**src/rtl/memory_access_stage_if.sv**
```systemverilog
// -----------------------------------------------------------------------------
// memory_access_stage_if
//
// Purpose:
//   Bundles every bus-level signal of the memory access stage. This covers the
//   execute-side hand-off, the data-memory req/ack channel and the writeback
//   beat. Clock and reset stay outside the interface as plain ports.
//
// Modports:
//   slave  - the memory access stage itself. It receives the execute result
//            and the memory response. It drives ex_ready, the memory request
//            and the writeback beat.
//   master - the surrounding environment: the execute stage, the data memory
//            and the writeback consumer, seen as one party.
//
// Signal summary:
//   ex_valid, ex_ready                execute hand-off (accept = valid & ready)
//   ALUResult[63:0], storeData[63:0]  effective address / ALU value, rs2
//   funct3[2:0], MemRead, MemWrite    access size/sign, load, store
//   RegWrite, rd[4:0]                 register-file write request
//   mem_req, mem_we, mem_addr[63:0]   memory request, held until mem_ack
//   mem_wdata[63:0], mem_wstrb[7:0]   lane-shifted store data and byte enables
//   mem_ack, mem_rdata[63:0]          memory completion and load doubleword
//   wb_valid, wb_data[63:0], wb_rd    one-cycle writeback beat
//   wb_RegWrite, mem_fault            write enable and access fault flag
// -----------------------------------------------------------------------------
interface memory_access_stage_if;

    logic        ex_valid;
    logic        ex_ready;
    logic [63:0] ALUResult;
    logic [63:0] storeData;
    logic [2:0]  funct3;
    logic        MemRead;
    logic        MemWrite;
    logic        RegWrite;
    logic [4:0]  rd;

    logic        mem_req;
    logic        mem_we;
    logic [63:0] mem_addr;
    logic [63:0] mem_wdata;
    logic [7:0]  mem_wstrb;
    logic        mem_ack;
    logic [63:0] mem_rdata;

    logic        wb_valid;
    logic [63:0] wb_data;
    logic [4:0]  wb_rd;
    logic        wb_RegWrite;
    logic        mem_fault;

    modport slave (
        input  ex_valid, ALUResult, storeData, funct3, MemRead, MemWrite,
               RegWrite, rd, mem_ack, mem_rdata,
        output ex_ready, mem_req, mem_we, mem_addr, mem_wdata, mem_wstrb,
               wb_valid, wb_data, wb_rd, wb_RegWrite, mem_fault
    );

    modport master (
        output ex_valid, ALUResult, storeData, funct3, MemRead, MemWrite,
               RegWrite, rd, mem_ack, mem_rdata,
        input  ex_ready, mem_req, mem_we, mem_addr, mem_wdata, mem_wstrb,
               wb_valid, wb_data, wb_rd, wb_RegWrite, mem_fault
    );

endinterface

```
**src/rtl/memory_access_stage.sv**
```systemverilog
// -----------------------------------------------------------------------------
// memory_access_stage
//
// Purpose:
//   This is the pipeline stage after execute in the 64-bit RISC-V core.
//
//   - Non-memory instructions pass straight to writeback one cycle after
//     they are accepted.
//   - Loads and stores are checked for legality and alignment when accepted.
//     A legal access is then issued to data memory over a req/ack handshake
//     with variable latency.
//   - On completion the stage produces one writeback beat. For loads the
//     selected lane is sign- or zero-extended.
//   - An illegal access issues no memory request. It produces a single
//     writeback beat flagged with mem_fault.
//
// Ports:
//   clk    - core clock
//   reset  - synchronous, active-high reset; clears every registered output
//            and returns the FSM to IDLE
//   bus    - memory_access_stage_if.slave: execute hand-off, data-memory
//            req/ack channel and writeback beat (see the interface file)
//
// Parameters:
//   TIMEOUT_CYCLES - number of ACCESS cycles without mem_ack after which the
//                    access is aborted with mem_fault. Only meaningful when
//                    MEM_TIMEOUT_EN is defined.
//
// Build options:
//   MEM_TIMEOUT_EN - when defined, an 8-bit counter aborts a memory access
//                    that waits TIMEOUT_CYCLES cycles without an ack. When
//                    undefined, ACCESS waits for mem_ack indefinitely.
// -----------------------------------------------------------------------------
module memory_access_stage #(
    parameter int TIMEOUT_CYCLES = 16
) (
    input  logic                  clk,
    input  logic                  reset,
    memory_access_stage_if.slave  bus
);

    typedef enum logic {
        IDLE   = 1'b0,
        ACCESS = 1'b1
    } state_t;

    state_t state;
    state_t next_state;

    // Control strobes decoded from the current state and inputs
    logic accept_alu;
    logic accept_fault;
    logic accept_mem;
    logic complete_ack;
    logic abort_timeout;
    logic timeout_hit;

    // Accept-time decode of the incoming instruction
    logic       is_mem_op;
    logic       misaligned;
    logic       access_fault;
    logic [2:0] in_offset;
    logic [7:0] strb_base;

    // Attributes of the in-flight memory access, captured at accept
    logic        held_is_load;
    logic [2:0]  held_funct3;
    logic [63:0] held_addr;
    logic [4:0]  held_rd;
    logic        held_regwrite;

    // Load lane selection and extension
    logic [63:0] rdata_shifted;
    logic [63:0] load_value;

    // Registered outputs
    logic        mem_req_q;
    logic        mem_we_q;
    logic [63:0] mem_addr_q;
    logic [63:0] mem_wdata_q;
    logic [7:0]  mem_wstrb_q;
    logic        wb_valid_q;
    logic [63:0] wb_data_q;
    logic [4:0]  wb_rd_q;
    logic        wb_regwrite_q;
    logic        mem_fault_q;

    assign bus.ex_ready    = (state == IDLE);
    assign bus.mem_req     = mem_req_q;
    assign bus.mem_we      = mem_we_q;
    assign bus.mem_addr    = mem_addr_q;
    assign bus.mem_wdata   = mem_wdata_q;
    assign bus.mem_wstrb   = mem_wstrb_q;
    assign bus.wb_valid    = wb_valid_q;
    assign bus.wb_data     = wb_data_q;
    assign bus.wb_rd       = wb_rd_q;
    assign bus.wb_RegWrite = wb_regwrite_q;
    assign bus.mem_fault   = mem_fault_q;

    assign is_mem_op = bus.MemRead | bus.MemWrite;
    assign in_offset = bus.ALUResult[2:0];

    // funct3[1:0] encodes the access size for both loads and stores. The
    // unsigned-load variants share the same size bits as the signed ones.
    always_comb begin
        misaligned = 1'b0;
        strb_base  = 8'h01;
        case (bus.funct3[1:0])
            2'b00: begin
                misaligned = 1'b0;
                strb_base  = 8'h01;
            end
            2'b01: begin
                misaligned = bus.ALUResult[0];
                strb_base  = 8'h03;
            end
            2'b10: begin
                misaligned = |bus.ALUResult[1:0];
                strb_base  = 8'h0F;
            end
            default: begin
                misaligned = |bus.ALUResult[2:0];
                strb_base  = 8'hFF;
            end
        endcase
    end

    // Illegal encodings are a load with funct3=111 (no such load) and any
    // store with funct3[2] set (no unsigned stores). A simultaneous
    // read+write request is also rejected, and so is a misaligned address.
    assign access_fault = (bus.MemRead & bus.MemWrite)
                        | (bus.MemRead & (bus.funct3 == 3'b111))
                        | (bus.MemWrite & bus.funct3[2])
                        | misaligned;

    // The memory returns a whole doubleword, so the addressed lane is shifted
    // down to bit 0 first. Extension then keys off the held funct3.
    assign rdata_shifted = bus.mem_rdata >> {held_addr[2:0], 3'b000};

    always_comb begin
        load_value = rdata_shifted;
        case (held_funct3)
            3'b000:  load_value = {{56{rdata_shifted[7]}},  rdata_shifted[7:0]};
            3'b001:  load_value = {{48{rdata_shifted[15]}}, rdata_shifted[15:0]};
            3'b010:  load_value = {{32{rdata_shifted[31]}}, rdata_shifted[31:0]};
            3'b011:  load_value = rdata_shifted;
            3'b100:  load_value = {56'd0, rdata_shifted[7:0]};
            3'b101:  load_value = {48'd0, rdata_shifted[15:0]};
            3'b110:  load_value = {32'd0, rdata_shifted[31:0]};
            default: load_value = rdata_shifted;
        endcase
    end

`ifdef MEM_TIMEOUT_EN
    logic [7:0] timeout_count;

    // The counter restarts whenever a new access is issued. It then counts
    // every ACCESS cycle that passes without an ack.
    always_ff @(posedge clk) begin
        if (reset) begin
            timeout_count <= 8'd0;
        end else if (accept_mem) begin
            timeout_count <= 8'd0;
        end else if ((state == ACCESS) && !bus.mem_ack) begin
            timeout_count <= timeout_count + 8'd1;
        end
    end

    // The limit is hit when this ack-less cycle would bring the counter up
    // to TIMEOUT_CYCLES. With this check the request stays up for exactly
    // TIMEOUT_CYCLES cycles.
    assign timeout_hit = (state == ACCESS)
                       && ((9'({1'b0, timeout_count}) + 9'd1) == 9'(TIMEOUT_CYCLES));
`else
    assign timeout_hit = 1'b0;
`endif

    always_ff @(posedge clk) begin
        if (reset) begin
            state <= IDLE;
        end else begin
            state <= next_state;
        end
    end

    // Next-state decode. In IDLE an accepted instruction goes down one of
    // three paths: writeback only, fault beat, or memory access. In ACCESS
    // an ack is checked before the timeout, so an ack on the limit cycle
    // still completes normally.
    always_comb begin
        next_state    = state;
        accept_alu    = 1'b0;
        accept_fault  = 1'b0;
        accept_mem    = 1'b0;
        complete_ack  = 1'b0;
        abort_timeout = 1'b0;
        case (state)
            IDLE: begin
                if (bus.ex_valid) begin
                    if (!is_mem_op) begin
                        accept_alu = 1'b1;
                    end else if (access_fault) begin
                        accept_fault = 1'b1;
                    end else begin
                        accept_mem = 1'b1;
                        next_state = ACCESS;
                    end
                end
            end
            ACCESS: begin
                if (bus.mem_ack) begin
                    complete_ack = 1'b1;
                    next_state   = IDLE;
                end else if (timeout_hit) begin
                    abort_timeout = 1'b1;
                    next_state    = IDLE;
                end
            end
            default: begin
                next_state = IDLE;
            end
        endcase
    end

    // Output and datapath registers.
    // - wb_valid and mem_fault default low, so every beat lasts exactly one
    //   cycle.
    // - The other wb_* fields hold their last value between beats.
    // - The memory request fields hold from issue until the ack edge.
    always_ff @(posedge clk) begin
        if (reset) begin
            mem_req_q     <= 1'b0;
            mem_we_q      <= 1'b0;
            mem_addr_q    <= 64'd0;
            mem_wdata_q   <= 64'd0;
            mem_wstrb_q   <= 8'd0;
            wb_valid_q    <= 1'b0;
            wb_data_q     <= 64'd0;
            wb_rd_q       <= 5'd0;
            wb_regwrite_q <= 1'b0;
            mem_fault_q   <= 1'b0;
            held_is_load  <= 1'b0;
            held_funct3   <= 3'd0;
            held_addr     <= 64'd0;
            held_rd       <= 5'd0;
            held_regwrite <= 1'b0;
        end else begin
            wb_valid_q  <= 1'b0;
            mem_fault_q <= 1'b0;

            if (accept_alu) begin
                wb_valid_q    <= 1'b1;
                wb_data_q     <= bus.ALUResult;
                wb_rd_q       <= bus.rd;
                wb_regwrite_q <= bus.RegWrite;
            end

            if (accept_fault) begin
                wb_valid_q    <= 1'b1;
                mem_fault_q   <= 1'b1;
                wb_data_q     <= bus.ALUResult;
                wb_rd_q       <= bus.rd;
                wb_regwrite_q <= 1'b0;
            end

            if (accept_mem) begin
                mem_req_q     <= 1'b1;
                mem_we_q      <= bus.MemWrite;
                mem_addr_q    <= {bus.ALUResult[63:3], 3'b000};
                mem_wdata_q   <= bus.MemWrite ? (bus.storeData << {in_offset, 3'b000}) : 64'd0;
                mem_wstrb_q   <= bus.MemWrite ? (strb_base << in_offset) : 8'd0;
                held_is_load  <= bus.MemRead;
                held_funct3   <= bus.funct3;
                held_addr     <= bus.ALUResult;
                held_rd       <= bus.rd;
                held_regwrite <= bus.RegWrite;
            end

            // Store completions report the address on wb_data. Their
            // write enable is forced low, so the value is informational.
            if (complete_ack) begin
                mem_req_q     <= 1'b0;
                wb_valid_q    <= 1'b1;
                wb_rd_q       <= held_rd;
                wb_regwrite_q <= held_is_load & held_regwrite;
                wb_data_q     <= held_is_load ? load_value : held_addr;
            end

            if (abort_timeout) begin
                mem_req_q     <= 1'b0;
                wb_valid_q    <= 1'b1;
                mem_fault_q   <= 1'b1;
                wb_rd_q       <= held_rd;
                wb_regwrite_q <= 1'b0;
                wb_data_q     <= held_addr;
            end
        end
    end

endmodule

```
**src/flat_wrapper.sv**
```systemverilog
// flat-port wrapper written by rule: the top's interface ports become plain ports
module memory_access_stage_flat 
#(
    parameter int TIMEOUT_CYCLES = 16
)
  (clk, reset, bus_ex_valid, bus_ALUResult, bus_storeData, bus_funct3, bus_MemRead, bus_MemWrite, bus_RegWrite, bus_rd, bus_mem_ack, bus_mem_rdata, bus_ex_ready, bus_mem_req, bus_mem_we, bus_mem_addr, bus_mem_wdata, bus_mem_wstrb, bus_wb_valid, bus_wb_data, bus_wb_rd, bus_wb_RegWrite, bus_mem_fault);
  memory_access_stage_if bus_i ();
  input  logic clk;
  input  logic reset;
  input wire logic [$bits(bus_i.ex_valid)-1:0] bus_ex_valid;
  input wire logic [$bits(bus_i.ALUResult)-1:0] bus_ALUResult;
  input wire logic [$bits(bus_i.storeData)-1:0] bus_storeData;
  input wire logic [$bits(bus_i.funct3)-1:0] bus_funct3;
  input wire logic [$bits(bus_i.MemRead)-1:0] bus_MemRead;
  input wire logic [$bits(bus_i.MemWrite)-1:0] bus_MemWrite;
  input wire logic [$bits(bus_i.RegWrite)-1:0] bus_RegWrite;
  input wire logic [$bits(bus_i.rd)-1:0] bus_rd;
  input wire logic [$bits(bus_i.mem_ack)-1:0] bus_mem_ack;
  input wire logic [$bits(bus_i.mem_rdata)-1:0] bus_mem_rdata;
  output wire logic [$bits(bus_i.ex_ready)-1:0] bus_ex_ready;
  output wire logic [$bits(bus_i.mem_req)-1:0] bus_mem_req;
  output wire logic [$bits(bus_i.mem_we)-1:0] bus_mem_we;
  output wire logic [$bits(bus_i.mem_addr)-1:0] bus_mem_addr;
  output wire logic [$bits(bus_i.mem_wdata)-1:0] bus_mem_wdata;
  output wire logic [$bits(bus_i.mem_wstrb)-1:0] bus_mem_wstrb;
  output wire logic [$bits(bus_i.wb_valid)-1:0] bus_wb_valid;
  output wire logic [$bits(bus_i.wb_data)-1:0] bus_wb_data;
  output wire logic [$bits(bus_i.wb_rd)-1:0] bus_wb_rd;
  output wire logic [$bits(bus_i.wb_RegWrite)-1:0] bus_wb_RegWrite;
  output wire logic [$bits(bus_i.mem_fault)-1:0] bus_mem_fault;
  assign bus_i.ex_valid = bus_ex_valid;
  assign bus_i.ALUResult = bus_ALUResult;
  assign bus_i.storeData = bus_storeData;
  assign bus_i.funct3 = bus_funct3;
  assign bus_i.MemRead = bus_MemRead;
  assign bus_i.MemWrite = bus_MemWrite;
  assign bus_i.RegWrite = bus_RegWrite;
  assign bus_i.rd = bus_rd;
  assign bus_i.mem_ack = bus_mem_ack;
  assign bus_i.mem_rdata = bus_mem_rdata;
  assign bus_ex_ready = bus_i.ex_ready;
  assign bus_mem_req = bus_i.mem_req;
  assign bus_mem_we = bus_i.mem_we;
  assign bus_mem_addr = bus_i.mem_addr;
  assign bus_mem_wdata = bus_i.mem_wdata;
  assign bus_mem_wstrb = bus_i.mem_wstrb;
  assign bus_wb_valid = bus_i.wb_valid;
  assign bus_wb_data = bus_i.wb_data;
  assign bus_wb_rd = bus_i.wb_rd;
  assign bus_wb_RegWrite = bus_i.wb_RegWrite;
  assign bus_mem_fault = bus_i.mem_fault;
  memory_access_stage #(.TIMEOUT_CYCLES(TIMEOUT_CYCLES)) u_core (.clk(clk), .reset(reset), .bus(bus_i));
endmodule
```
**config.mk**
```make
export PLATFORM = sky130hd
export DESIGN_NAME = memory_access_stage_flat
export DESIGN_NICKNAME = d
export VERILOG_FILES = /design/src/rtl/memory_access_stage_if.sv /design/src/rtl/memory_access_stage.sv /design/src/flat_wrapper.sv
export SDC_FILE = /design/constraint.sdc
export NUM_CORES = 1
export LEC_CHECK = 0
export ABC_CLOCK_PERIOD_IN_PS = 2720
export BUFFER_PORTS_ARGS = -buffer_cell sky130_fd_sc_hd__buf_2
export CAP_MARGIN = 15
export CORE_MARGIN = 8
export CORE_UTILIZATION = 45
export CTS_CLUSTER_SIZE = 28
export DETAILED_ROUTE_END_ITERATION = 16
export HOLD_SLACK_MARGIN = 0.06
export PLACE_DENSITY = 0.72
export SLEW_MARGIN = 20
export SYNTH_ARGS = -nofsm -noshare
export SYNTH_HDL_FRONTEND = slang
export SYNTH_SLANG_ARGS = --single-unit
```
**constraint.sdc**
```tcl
create_clock -name clk -period 2.72 [get_ports clk]
set_input_delay 0 -clock clk [delete_from_list [all_inputs] [get_ports clk]]
set_output_delay 0 -clock clk [all_outputs]
set_load 0.02 [all_outputs]
```
=== Word level (Yosys, flattened, before mapping) ===
Index checks and enable logic that the tools add are counted.

* Register bits: 282
* Input bits: 207
* Output and inout port bits: 211
* Word-level logic and storage cells: 76

* Equal/unequal tests: 8
* Shift-type cells: 3
* Muxes and demuxes: 34
* Bitwise logic cells: 9
* Reductions and logical operators: 6

{| class="wikitable"
|+ Operators with widths
! kind !! number
|-
| $pmux 64 s6 || 1
|-
| $mux 64 || 5
|-
| $shl 64x6->64 || 1
|-
| $shr 64x6->64 || 1
|-
| $pmux 8 s3 || 1
|-
| $mux 1 || 21
|-
| $mux 5 || 3
|-
| $eq 3x3->1 const B || 4
|-
| $mux 8 || 1
|-
| $shl 8x3->8 || 1
|-
| $and 1x1->1 || 4
|-
| $or 1x1->1 || 4
|-
| $reduce_or 2->1 || 2
|-
| $eq 3x1->1 const B || 1
|-
| $eq 3x2->1 const B || 1
|-
| $logic_not 3->1 || 1
|-
| $pmux 1 s3 || 1
|-
| $reduce_bool 3->1 || 1
|-
| $reduce_or 3->1 || 1
|-
| $eq 2x1->1 const B || 1
|-
| $eq 2x2->1 const B || 1
|-
| $logic_not 2->1 || 1
|-
| $pmux 1 s2 || 1
|-
| $not 1->1 || 1
|}

=== Depth between registers and ports, before layout ===
* Word-level depth: 11
* Gate-level depth with buffers: 9
* Mapped depth without buffers: 5

=== Worst setup path before layout ===
OpenSTA, ideal clock, no wires.

* Kind: register to register
* Start: register u_core.held_addr[1]
* End: register u_core.wb_data_q[37], in the netlist u_core.bus.wb_data[37]
* Library setup time: 0.134 ns
* Data arrival time: 1.994 ns
* Data required time: 2.586 ns
* Path slack: 0.592 ns
* Cell stages (with the launch flop): 7
* Path buffers: 1
* Period minus slack after synthesis: 2.128 ns
* Cells stage by stage: dfxtp_1 > mux4_2 > mux2i_2 > o41ai_4 > a2111oi_4 > buf_2 > a211oi_1

* Longest elaborated chain between the ends: 4

{| class="wikitable"
|+ RTL lines
! element !! RTL line !! text
|-
| from (decl) || memory_access_stage.sv:68 || <nowiki>logic [63:0] held_addr;</nowiki>
|-
| from (signal assigned) || memory_access_stage.sv:274 || <nowiki>held_addr <= bus.ALUResult;</nowiki>
|-
| $shr 64x6->64 || memory_access_stage.sv:138 || <nowiki>assign rdata_shifted = bus.mem_rdata >> {held_addr[2:0], 3'b000};</nowiki>
|-
| $pmux 64 s6 || memory_access_stage.sv:142 || <nowiki>case (held_funct3)</nowiki>
|-
| $mux 64 || memory_access_stage.sv:286 || <nowiki>wb_data_q <= held_is_load ? load_value : held_addr;</nowiki>
|-
| $mux 64 || memory_access_stage.sv:281 || <nowiki>if (complete_ack) begin</nowiki>
|-
| to (signal assigned) || memory_access_stage.sv:261 || <nowiki>wb_data_q <= bus.ALUResult;</nowiki>
|-
| to (signal assigned) || memory_access_stage.sv:286 ||
|-
| to (signal assigned) || memory_access_stage.sv:295 || <nowiki>wb_data_q <= held_addr;</nowiki>
|-
| to (decl) || memory_access_stage.sv:83 || <nowiki>logic [63:0] wb_data_q;</nowiki>
|}

Every way passes these cells.
A chain may end at the register's enable or synchronous reset.

=== Worst setup path in the final report ===
* Start: input bus_funct3[0]
* End: register u_core.held_addr[27]

* Longest elaborated chain between the ends: 9
* Elaborated cells between the ends (all ways): 13
* Classes of those cells: eq/ne (3); mux (5); bitwise (4); reduce/logical (1)

{| class="wikitable"
|+ RTL lines
! element !! RTL line !! text
|-
| from (decl) || flat_wrapper.sv:13 || <nowiki>input wire logic [$bits(bus_i.funct3)-1:0] bus_funct3;</nowiki>
|-
| $eq 3x3->1 || memory_access_stage.sv:132 || <nowiki>| (bus.MemRead & (bus.funct3 == 3'b111))</nowiki>
|-
| $and 1x1->1 || memory_access_stage.sv:132 ||
|-
| $or 1x1->1 || memory_access_stage.sv:132 ||
|-
| $or 1x1->1 || memory_access_stage.sv:133 || <nowiki>| (bus.MemWrite & bus.funct3[2])</nowiki>
|-
| $or 1x1->1 * || memory_access_stage.sv:134 || <nowiki>| misaligned;</nowiki>
|-
| $mux 1 * || memory_access_stage.sv:202 || <nowiki>end else if (access_fault) begin</nowiki>
|-
| $mux 1 * || memory_access_stage.sv:200 || <nowiki>if (!is_mem_op) begin</nowiki>
|-
| $mux 1 * || memory_access_stage.sv:199 || <nowiki>if (bus.ex_valid) begin</nowiki>
|-
| $mux 1 * || memory_access_stage.sv:197 || <nowiki>case (state)</nowiki>
|}

Mark *: on every way between the ends. The rest lies on a longest branch, timed or not.

==> results.py <==
metrics = {
    "worst_setup_path": {
        "cp.depth": 9,
        "ff2ff_setup_slack_ns": 0.22,
        "crit_type": "in2reg",
        "cp_cell_sequence": "dlygate4sd3_1, buf_2, a21oi_1, a311o_1, nand3_4, buf_8, nand2_1, a21oi_1, dlygate4sd3_1",
        "worstPathMaxFanout": 87,
        "startpoint": "bus_funct3[0]",
        "critPathArrivalTime_ns": 3.07,
        "worstSetupEndpointType": "flip-flop",
        "start_kind": "input pin",
        "crit_slowest_cell": "dlygate4sd3_1",
        "cp_num_buf_inv": 4,
        "crit_path_end": "u_core.held_addr[27]",
        "cp_top_family": "buffers and inverters",
        "max_stage_delay_ns": 0.57,
        "rr_startpoint": "u_core.state",
        "reg2reg_depth": 6,
        "worstReg2RegEnd": "u_core.held_addr[27]",
        "worst_ep_required_time_ns": 3.21,
    },
    "sta": {
        "finalSetupViolations": 0,
        "max_freq_ghz": 0.388,
        "fin_skew_ns": 0.0103,
        "period_minus_slack_ns": 2.58,
        "fin_ws_ns": 0.140,
        "worst_slew_margin_rel_pct": 37.5,
        "maxSlewViolCount": 0,
        "finalSetupTns_ns": 0,
        "tightest_slew_ns": 0.930,
        "min_period_over_period_pct": 94.9,
        "rsz0062_at_grt": "false",
        "finalHoldViolCount": 0,
    },
    "final_layout": {
        "drive_gt1_share_pct": 30.5,
        "final_area_mm2": 0.0179,
        "nets": 2233,
        "final_core_util_pct": 60.6,
        "n_fill_cell": 2562,
        "area_growth_pct": 33.0,
    },
    "clocking": {
        "cts-root-buf": "clkbuf_16",
        "numCtsBuffers": 27,
        "clock_path_buffers": 3,
        "htree_levels": 1,
        "cts_sinks": 221,
        "clkLatencyLatePin_ns": 0.54,
        "cts_tree": "yes",
        "postCtsSetupBuffers": 0,
        "clk_pin_slew_ns": 0.06,
    },
    "worst_hold_path": {
        "min_path_cells": 5,
        "hold_class": "in2reg",
    },
    "global_route": {
        "grt_usage_pct": 31.5,
        "gr-total-overflow": 0,
        "grt_start_max_net_pins": 88,
        "grt_pass1_vias": 14731,
        "grt_pass1_wl_um": 89900,
        "antenna_found_initial": 5,
    },
    "power_and_ir_drop": {
        "vdd_ir_drop_max_mv": 0.450,
        "p_leak_nw": 7.61,
        "p_per_area_mw_per_mm2": 529,
    },
    "floorplanning": {
        "core_mm2": 0.0296,
        "die-height_um": 189,
        "dieArea_mm2": 0.0357,
        "rows": 63,
        "die_w_um": 189,
        "start_util_pct": 45.6,
        "ios": 418,
    },
    "route": {
        "via_count": 14544,
        "viasPerCell": 5.96,
        "drc": 0,
        "wirelength_um": 58700,
        "drtAntennaViolNets": 0,
        "post_drt_wl_per_cell_um": 24.1,
        "drtPass1Iterations": 5,
        "first_iter_violations": 1228,
    },
    "placed_design": {
        "globalplace.congestion": 1.02,
        "dpl-instance-area_mm2": 0.0154,
        "dp_hpwl_um": 42000,
        "port_buffers": 414,
        "pre_cts_slack_ns": 0.295,
    },
    "synth": {
        "ys.flop_type": "dfxtp_1",
        "ys_types": 65,
        "synth_warnings": 0,
        "synth-edff-count": 0,
        "synthCells": 1590,
        "synth_top_area_share_pct": 32.8,
        "syn_area_per_cell_um2": 8.48,
        "synth_area_leader_cell": "dfxtp_1",
        "seq_area_frac_synth_pct": 32.8,
        "synthArstFlopShare_pct": 0,
        "yosys-top-cells-area": "dfxtp_1 33%, mux2i_1 9.6%, nand2_1 8.3%",
        "ys_ff_latch": 221,
        "netlist_area_mm2": 0.0135,
    },
    "status": {
        "status": "completed",
    },
    "job": {
        "maxCapViolCount": 0,
    },
}
[worst register-to-register path: cells and delay by family, from the launching register on]
kind / cells / cell delay [ns]
flops: 1 / 0.35
simple gates: 3 / 1.06
buf+inv: 2 / 0.89
compound gates: 1 / 0.10
[sequential cells by signal, indices dropped and copies added (netlist names)]
signal	cells
u_core.bus.mem_wdata	64
u_core.bus.wb_data	64
u_core.held_addr	63
u_core.bus.mem_wstrb	8
u_core.bus.wb_rd	5
u_core.held_rd	5
u_core.held_funct3	3
u_core.bus.mem_addr	1
u_core.bus.mem_fault	1
u_core.bus.mem_req	1
u_core.bus.mem_we	1
u_core.bus.wb_RegWrite	1
u_core.bus.wb_valid	1
u_core.held_is_load	1
u_core.held_regwrite	1
u_core.state	1
[metal layers]
metal | share of wire, % | global-route usage (%)
met5 | 0.017 | 0
met4 | 4.9 | 14.4
met3 | 10 | 8.63
met2 | 48 | 53.4
met1 | 37 | 36.6
[power breakdown]
group / internal [W] / switching (W) / total [W]
Clock: 0.00249 / 0.00149 / 0.00398
Combinational: 0.000847 / 0.00118 / 0.00203
Sequential: 0.00337 / 0.0000962 / 0.00347
[logic make-up after synthesis]
family / Yosys count / share of synthesized area, %
multiplexers: 209 / 19.9
buffers and inverters: 218 / 8.46
AO/OA/AOI/OAI: 384 / 20.4
other: 1 / 0.0278
AND/OR/NAND/NOR: 557 / 18.4
flip-flops: 221 / 32.8
[per-stage QoR]
step	total power, W	std cells	hold slack (ns)
4_1_cts	0.00947	2435	0.0655
6_report	0.00948	2441	0.0770
5_1_grt	0.00979	2439	0.0993
2_1_floorplan	0.00467	1592	0.126
3_3_place_gp	0.00534	2237	0.253
3_5_place_dp	0.00535	2237	0.259
[cell usage after synthesis, drive strengths merged, types with 4 or more instances]
master / count
inv: 7
o22ai: 15
a211oi: 33
nand2b: 43
a311oi: 16
a22oi: 7
clkbuf: 80
nand3b: 8
and2: 12
a2111oi: 34
a22o: 8
o21ai: 40
o32ai: 5
a21oi: 167
o221ai: 5
dfxtp: 221
nor4: 4
nor2: 93
a221oi: 5
mux4: 43
and3: 7
nand3: 55
a2bb2oi: 4
buf: 129
mux2i: 130
mux2: 36
nand2: 298
o2bb2ai: 15
nor3: 14
a32oi: 16
nor2b: 13
[cell type report]
cell class                      count  area (um2)  share of cell area [%]
Multi-Input combinational cell   1153        7960                    44.4
Clock inverter                     10         185                    1.03
Inverter                            9        33.8                   0.188
Sequential cell                   221        4430                    24.7
Clock buffer                       38         788                    4.40
Antenna cell                        6        15.0                  0.0838
Tap cell                          390         488                    2.72
Timing Repair Buffer              614        4030                    22.5
[cell usage in the layout, fill, tap and decap left out, types with 10 or more instances in the layout]
cell type      count
a211oi_1          32
mux4_2            43
a32oi_1           16
and2_1            11
o21ai_0           39
a21oi_1          166
dfxtp_1          219
nand2b_1          43
o2bb2ai_1         15
buf_4             45
nor3_1            12
nor2b_1           13
nand2_1          297
a2111oi_2         10
dlygate4sd3_1    150
o22ai_1           15
nand3_1           54
nor2_1            92
clkbuf_16         28
mux2_2            34
a311oi_1          15
mux2i_1          129
buf_2            412
[timing repair]
item	CTS	global route
endpoints found under the hold margin	191	0
setup endpoints to repair	0	21
hold buffers	150	0
gates resized for setup	0	3
[how the worst min path moves through the flow]
| stage | endpoint | start |
|---|---|---|
| after floorplan | u_core.bus.mem_wdata[0] | bus_storeData[0] |
| after global placement | u_core.held_addr[5] | bus_ALUResult[5] |
| after detailed placement | u_core.held_addr[51] | bus_ALUResult[51] |
| after CTS | u_core.bus.wb_data[44] | bus_mem_rdata[52] |
| after global routing | u_core.bus.wb_data[44] | bus_mem_rdata[52] |
| final | u_core.bus.wb_data[46] | bus_mem_rdata[54] |
(Power assumes the default switching activity.)
